==> config.mk <==
export PLATFORM = sky130hd
export DESIGN_NAME = mem_port_ctrl
export DESIGN_NICKNAME = d
export VERILOG_FILES = /design/src/rtl/mem_port_ctrl_pkg.sv /design/src/rtl/mem_wait_timer.sv /design/src/rtl/mem_port_ctrl.sv
export SDC_FILE = /design/constraint.sdc
export NUM_CORES = 1
export LEC_CHECK = 0
export BUFFER_PORTS_ARGS = -buffer_cell sky130_fd_sc_hd__buf_2
export CORE_MARGIN = 2
export CORE_UTILIZATION = 44
export DETAILED_ROUTE_END_ITERATION = 7
export PLACE_DENSITY_LB_ADDON = 0.1
export SYNTH_ARGS = -nofsm -noshare
export SYNTH_HDL_FRONTEND = slang
export SYNTH_SLANG_ARGS = --single-unit
==> constraint.sdc <==
create_clock -name clk -period 1.7 [get_ports clk]
set_input_delay 0.17 -clock clk [delete_from_list [all_inputs] [get_ports clk]]
set_output_delay 0.17 -clock clk [all_outputs]
set_load 0.03 [all_outputs]
==> src/rtl/mem_port_ctrl_pkg.sv <==
// Shared encodings for the memory port controller and the control-unit sequencer.
package mem_port_ctrl_pkg;

    typedef enum logic [1:0] {
        ST_IDLE   = 2'd0,
        ST_ACCESS = 2'd1,
        ST_FINISH = 2'd2
    } state_t;

    typedef enum logic {
        OP_RD = 1'b0,
        OP_WR = 1'b1
    } op_t;

    // Wait counter must reach TIMEOUT, so it needs clog2(TIMEOUT+1) bits, never fewer than one.
    function automatic int cnt_width(input int timeout);
        int w;
        w = $clog2(timeout + 1);
        return (w < 1) ? 1 : w;
    endfunction

endpackage

==> src/rtl/mem_wait_timer.sv <==
// Wait-state counter: load, synchronous clear, count enable and a terminal flag at LIMIT.
module mem_wait_timer #(
    parameter int WIDTH = 4,
    parameter int LIMIT = 15
) (
    input  logic             clk,
    input  logic             rst,
    input  logic             clr,
    input  logic             load,
    input  logic [WIDTH-1:0] load_val,
    input  logic             en,
    output logic             terminal
);

    logic [WIDTH-1:0] count_reg;

    always_ff @(posedge clk or posedge rst) begin
        if (rst) begin
            count_reg <= '0;
        end else if (clr) begin
            count_reg <= '0;
        end else if (load) begin
            count_reg <= load_val;
        end else if (en) begin
            count_reg <= count_reg + 1'b1;
        end
    end

    // LIMIT of zero means the watchdog is disabled and the flag never fires.
    assign terminal = (LIMIT != 0) && (count_reg == WIDTH'(LIMIT));

endmodule

==> src/rtl/mem_port_ctrl.sv <==
// MAR/MDR pair with a req/ack memory transaction engine, wait-state watchdog and status flags.
module mem_port_ctrl
    import mem_port_ctrl_pkg::*;
#(
    parameter int DATA_W  = 32,
    parameter int ADDR_W  = 9,
    parameter int TIMEOUT = 15
) (
    input  logic              clk,
    input  logic              clr,
    input  logic              mar_we,
    input  logic              mdr_we,
    input  logic [DATA_W-1:0] bus_in,
    input  logic              rd_start,
    input  logic              wr_start,
    output logic [DATA_W-1:0] mdr_out,
    output logic              busy,
    output logic              done,
    output logic              err,
    output logic [ADDR_W-1:0] mem_addr,
    output logic [DATA_W-1:0] mem_wdata,
    output logic              mem_req,
    output logic              mem_we,
    input  logic [DATA_W-1:0] mem_rdata,
    input  logic              mem_ack
);

    localparam int CNT_W = cnt_width(TIMEOUT);

    logic [DATA_W-1:0] mar_reg;
    logic [DATA_W-1:0] mdr_reg;
    state_t            state_reg;
    op_t               op_reg;
    logic              err_reg;
    logic              timer_terminal;
    logic              start_ok;

    assign start_ok = (state_reg == ST_IDLE) && (rd_start ^ wr_start);

    mem_wait_timer #(
        .WIDTH (CNT_W),
        .LIMIT (TIMEOUT)
    ) u_timer (
        .clk      (clk),
        .rst      (clr),
        .clr      (state_reg == ST_FINISH),
        .load     (start_ok),
        .load_val ('0),
        .en       ((state_reg == ST_ACCESS) && !mem_ack),
        .terminal (timer_terminal)
    );

    always_ff @(posedge clk or posedge clr) begin
        if (clr) begin
            mar_reg   <= '0;
            mdr_reg   <= '0;
            state_reg <= ST_IDLE;
            op_reg    <= OP_RD;
            err_reg   <= 1'b0;
        end else begin
            case (state_reg)
                ST_IDLE: begin
                    if (mar_we) mar_reg <= bus_in;
                    if (mdr_we) mdr_reg <= bus_in;
                    if (rd_start && wr_start) begin
                        err_reg <= 1'b1;
                    end else if (start_ok) begin
                        op_reg    <= wr_start ? OP_WR : OP_RD;
                        err_reg   <= 1'b0;
                        state_reg <= ST_ACCESS;
                    end
                end
                ST_ACCESS: begin
                    // An ack on the terminal cycle still completes the access normally.
                    if (mem_ack) begin
                        if (op_reg == OP_RD) mdr_reg <= mem_rdata;
                        state_reg <= ST_FINISH;
                    end else if (timer_terminal) begin
                        err_reg   <= 1'b1;
                        state_reg <= ST_FINISH;
                    end
                end
                ST_FINISH: state_reg <= ST_IDLE;
                default:   state_reg <= ST_IDLE;
            endcase
        end
    end

    assign mdr_out   = mdr_reg;
    assign mem_addr  = mar_reg[ADDR_W-1:0];
    assign mem_req   = (state_reg == ST_ACCESS);
    assign mem_we    = mem_req && (op_reg == OP_WR);
    assign mem_wdata = mem_we ? mdr_reg : '0;
    assign busy      = (state_reg != ST_IDLE);
    assign done      = (state_reg == ST_FINISH);
    assign err       = err_reg;

    // Upper MAR bits are kept for the bus side only.
    generate
        if (DATA_W > ADDR_W) begin : g_mar_hi
            logic mar_hi_unused;
            assign mar_hi_unused = ^mar_reg[DATA_W-1:ADDR_W];
        end
    endgenerate

endmodule

==> flow_results.org <==
** Outcome
- The run finished, with violations left.
- Failing checks :: setup timing

** Placement
- Number of cells in the design after placement :: ~430
- The congestion estimate from routability-driven global placement came to 0.808.
- The wire-length estimate of the detail-placed layout is ~4.7 mm.
- Port buffering added 148 buffers.

** Setup path
- The worst setup path is of the reg2out kind.
- Data on the critical path is required at its endpoint by 1.53 ns.
- For the worst flop-to-flop path, the logic depth is 4.
- Reg2Reg Capture Point :: mdr_out[15]
- Crit path DAT :: 1.54 ns
- STA classifies the critical path endpoint as an output pin.
- For flop-to-flop paths, the worst setup slack is -0.01 ns.
- Category of the worst setup path launch point :: flip-flop
- Along the worst path, the maximum fanout reaches 8.
- Start point of the critical path :: state_reg[1]
- The startpoint identified for the worst register-to-register timing path is state_reg[1].

** Clocking
- Clock insertion delay at the later pin of the skew report :: 0.30 ns
- H-tree lvl count :: 2
- Number of sinks handled by clock tree synthesis :: 49
- Inserted Clock Buffers :: 5
- Clock-pin slew on the worst setup and hold paths :: 0.09 ns
- Clock Tree Root :: sky130_fd_sc_hd__clkbuf_8
- TritonCTS built the clock tree.
- No sink is reached through more buffers than the 2 on the longest clock path.

** Logic synthesis
- Post-synthesis xor/xnor area fraction :: 0%
- The share of the Yosys chip area taken by registers is 46.3%.
- Share of synthesized cell area in and, or, nand and nor gates :: 12.1%
- Seq cells post-synth :: 49
- Compound-Gate Fraction of Synth Area :: 4.02%
- Post-synthesis adder-cell area fraction :: 0.945%
- In this run, synthesis inferred 0 flip-flops with an integrated enable.
- After synthesis, the netlist uses 31 different library cells.
- Main combinational cell family by area after synthesis :: multiplexers
- Measured against the total synthesized area, the mux share comes to between 30% and 40%.
- For this run, asynchronously set or reset flops after synthesis account for 100%.
- Post-synthesis instance total :: ~210
- The average instance in the mapped netlist occupies 12.5 µm².
- Mapped Area :: about 2600 µm²
- The number of nets in the synthesized netlist is about 290.
- For this run, the leading register cell type out of synthesis is sky130_fd_sc_hd__dfrtp_1.
- For this run, the number of Yosys warnings is 0.

** Route
- For this block, the initial DRC count from the detailed router was 47.
- Summed over all layers, the routed wires come to 7.25 mm.
- For this run, the detailed router's first-pass iteration total came to 4.
- After detailed routing, the number of remaining DRC violations is 0.
- Using the TritonRoute via totals, the vias-per-cell ratio works out to ~5.2.
- Via count of the routed design :: 2310
- Antenna-violating nets left :: 0
- Dividing the detail-routed wire length by the instance count gives 16.4 µm.

** Power and ir drop
- Peak ir drop on the vdd network :: roughly 0.84 mV
- Proportion of total power due to net switching :: 44.5%
- P_sw :: 3.28 mW
- Leakage :: 2.13 nW
- Per report_power, the clock group accounts for 11.7% of the total.
- Power spread over the standard cell area amounts to 1820 nW/µm².
- Internal Power :: 4.09 mW
- Combinational logic is responsible for between 60% and 70% of the overall power.
- Registers are responsible for 28.0% of the overall power.

** Timing
- Between clock sinks in the finished design, the worst skew comes to 0.0105 ns.
- After layout, the worst path uses 101% of the clock period.
- Setup repair after global routing could not meet its margin everywhere.
- The number of endpoints with negative hold slack in the final report was 0.
- Slew at the pin closest to its max-slew limit :: 0.539 ns
- The number of max-slew violations in the final report came to 0.
- After layout, the worst setup slack is -0.0141 ns.
- Slew margin rel. :: 64.0%
- Across all hold checks on the routed design, the worst slack comes to 0.103 ns.
- Achievable frequency :: 583 MHz
- For the finished layout, the period the worst path requires is 1.71 ns.
- Setup violations remaining at the end of the flow were counted as 4.

** GRT
- The first global-routing pass estimated slightly below 10 mm of wire.
- Initial antenna violation count :: 0
- Total congestion overflow after global routing :: 0
- Entering global routing, the biggest net connects 37 pins.
- Global routing used 18.8% of the available tracks across all layers.
- Number of global-route vias before repair :: 2131

** Hold path
- Worst hold path startpoint :: bus_in[0]
- Hold path endpoint :: mar_reg[0]
- The tightest min-delay check is of the in2reg type.
- Number of cells on the worst hold path :: 2

** Cells and area
- Of the cells placed in the final design, the portion with a size suffix greater than 1 is 63.2%.
- The register with the most flip-flops in the layout has 32 of them.
- The repair_antennas step left the layout with diodes totalling 0.
- After filler insertion, the fill cell instance count of the layout stands at 436.
- After the last flow step, the layout net total stands at 439.
- The multi-input combinational cells in the finished layout cover a total of 1420 µm².
- The finished layout holds 442 standard cells, fillers aside.
- From synthesis to final layout, the design area changed by 53.0%.
- FF/Latch Area :: between 1000 and 1500 µm²

** Flow run
- Maximum Capacitance Violations :: 0

** Die
- Starting utilization of the core area :: 45.3%
- Floorplan die width :: 81.6 µm
- Row generation in the floorplan step produced 28 rows.
- Pin placement for this block handled 149 I/O pins.
- Die outline area :: 6650 µm²
- The die is 81.6 µm tall.
- The region available for standard cell placement spans around 6000 µm².
## through the flow
| stage | instance area (µm²) | util [%] | setup TNS (ns) | power [mW] | setup WS [ns] |
|---|---|---|---|---|---|
| after floorplan | 2650 | - | 0 | 4.76 | 0.0506 |
| after global placement | 3500 | 59.8 | 0 | 5.81 | 0.112 |
| after detailed placement | 3500 | 59.8 | 0 | 5.89 | 0.0837 |
| after CTS | 3830 | 65.4 | -0.239 | 6.99 | -0.0248 |
| after global routing | 4050 | 69.2 | -1.81 | 7.76 | -0.0672 |
| final | 4050 | 69.2 | -0.0306 | 7.37 | -0.0141 |
## Yosys cell counts, drive strengths merged, types with 2 or more instances
master | instances | area share [%]
clkbuf | 7 | 0.99
nor3b | 2 | 0.57
o211ai | 3 | 0.85
and3 | 32 | 7.6
and2 | 2 | 0.47
nand2 | 2 | 0.28
inv | 4 | 0.57
a32oi | 2 | 0.66
or3b | 2 | 0.66
ha | 2 | 0.95
dfrtp | 49 | 46
buf | 10 | 3.3
o21ai | 3 | 0.57
nor2 | 5 | 0.71
mux2 | 74 | 32
a21o | 2 | 0.57
## placed cells by master, fill, tap and decap left out, types with 2 or more instances in the layout
cell / netlist / layout
sky130_fd_sc_hd__buf_12: 0 / 4
sky130_fd_sc_hd__mux2_4: 2 / 35
sky130_fd_sc_hd__dfrtp_1: 49 / 49
sky130_fd_sc_hd__and2_1: 2 / 2
sky130_fd_sc_hd__buf_2: 4 / 114
sky130_fd_sc_hd__mux2_2: 37 / 23
sky130_fd_sc_hd__nor3b_1: 2 / 2
sky130_fd_sc_hd__a32oi_1: 2 / 2
sky130_fd_sc_hd__buf_4: 0 / 9
sky130_fd_sc_hd__nor2_1: 5 / 4
sky130_fd_sc_hd__mux2_1: 35 / 16
sky130_fd_sc_hd__ha_1: 2 / 2
sky130_fd_sc_hd__clkbuf_16: 0 / 3
sky130_fd_sc_hd__inv_1: 4 / 3
sky130_fd_sc_hd__or3b_1: 2 / 2
sky130_fd_sc_hd__a21o_1: 2 / 2
sky130_fd_sc_hd__nand2_1: 2 / 2
sky130_fd_sc_hd__clkbuf_8: 0 / 6
sky130_fd_sc_hd__buf_6: 6 / 33
sky130_fd_sc_hd__o211ai_1: 3 / 3
sky130_fd_sc_hd__and3_1: 32 / 31
sky130_fd_sc_hd__o21ai_0: 2 / 2
## power groups by stage
| stage | Clock, mW | Combinational (mW) | Sequential, mW |
|---|---|---|---|
| after detailed placement | 0 | 3.82 | 2.07 |
| final | 0.860 | 4.45 | 2.06 |
| after global placement | 0 | 3.77 | 2.04 |
| after CTS | 0.885 | 4.06 | 2.05 |
| after floorplan | 0 | 1.74 | 3.02 |
| after global routing | 0.935 | 4.70 | 2.12 |
## timing repair
action,4_1_cts,5_1_grt
gates resized for setup,64,39
endpoints found under the hold margin,23,0
hold buffers,1,0
pin swaps,0,0
setup buffers,0,1
setup endpoints to repair,33,33
gates cloned,0,3
## worst max-delay path, cell delays in order (launching register included)
cell and delay, ns:
sky130_fd_sc_hd__dfrtp_1 0.40, sky130_fd_sc_hd__and2b_4 0.35, sky130_fd_sc_hd__clkbuf_16 0.18, sky130_fd_sc_hd__and3_1 0.18
sky130_fd_sc_hd__buf_6 0.13
## worst max path at each step
| stage | depth (start not counted) | end | slack [ns] |
|---|---|---|---|
| floorplan | 4 | mem_wdata[24] | 0.05 |
| global placement | 4 | mdr_out[16] | 0.11 |
| detailed placement | 4 | mdr_out[15] | 0.08 |
| CTS | 4 | mem_wdata[7] | -0.02 |
| global route | 4 | mem_wdata[19] | -0.07 |
| finish | 4 | mem_wdata[25] | -0.01 |
## routing by layer
metal  wire [µm]  vias to the layer above  track usage, %  part of all wire (%)
li1            -                     1078               -                     -
met1        3030                     1136            23.6                    42
met2        3680                       89            32.8                    51
met3         470                        7            4.18                   6.5
met4          68                        0            5.17                  0.94
met5           0                        -               0                     0
## cells by family (layout without fill, tap and decap cells)
family | after synthesis | after routing
muxes | 74 | 74
and+or+nand+nor | 51 | 51
DFF | 49 | 49
buffers and inverters | 21 | 176
AOI/OAI and AO/OA | 15 | 15
adders and majority gates | 2 | 2
## final cells by class
class / count / area share [%]
Clock inverter: 1 / 0.741
Tap cell: 75 / 2.32
Sequential cell: 49 / 30.3
Timing Repair Buffer: 164 / 29.0
Inverter: 4 / 0.371
Clock buffer: 7 / 2.13
Multi-Input combinational cell: 142 / 35.2
Note: power is estimated with default switching activity, not from simulation.
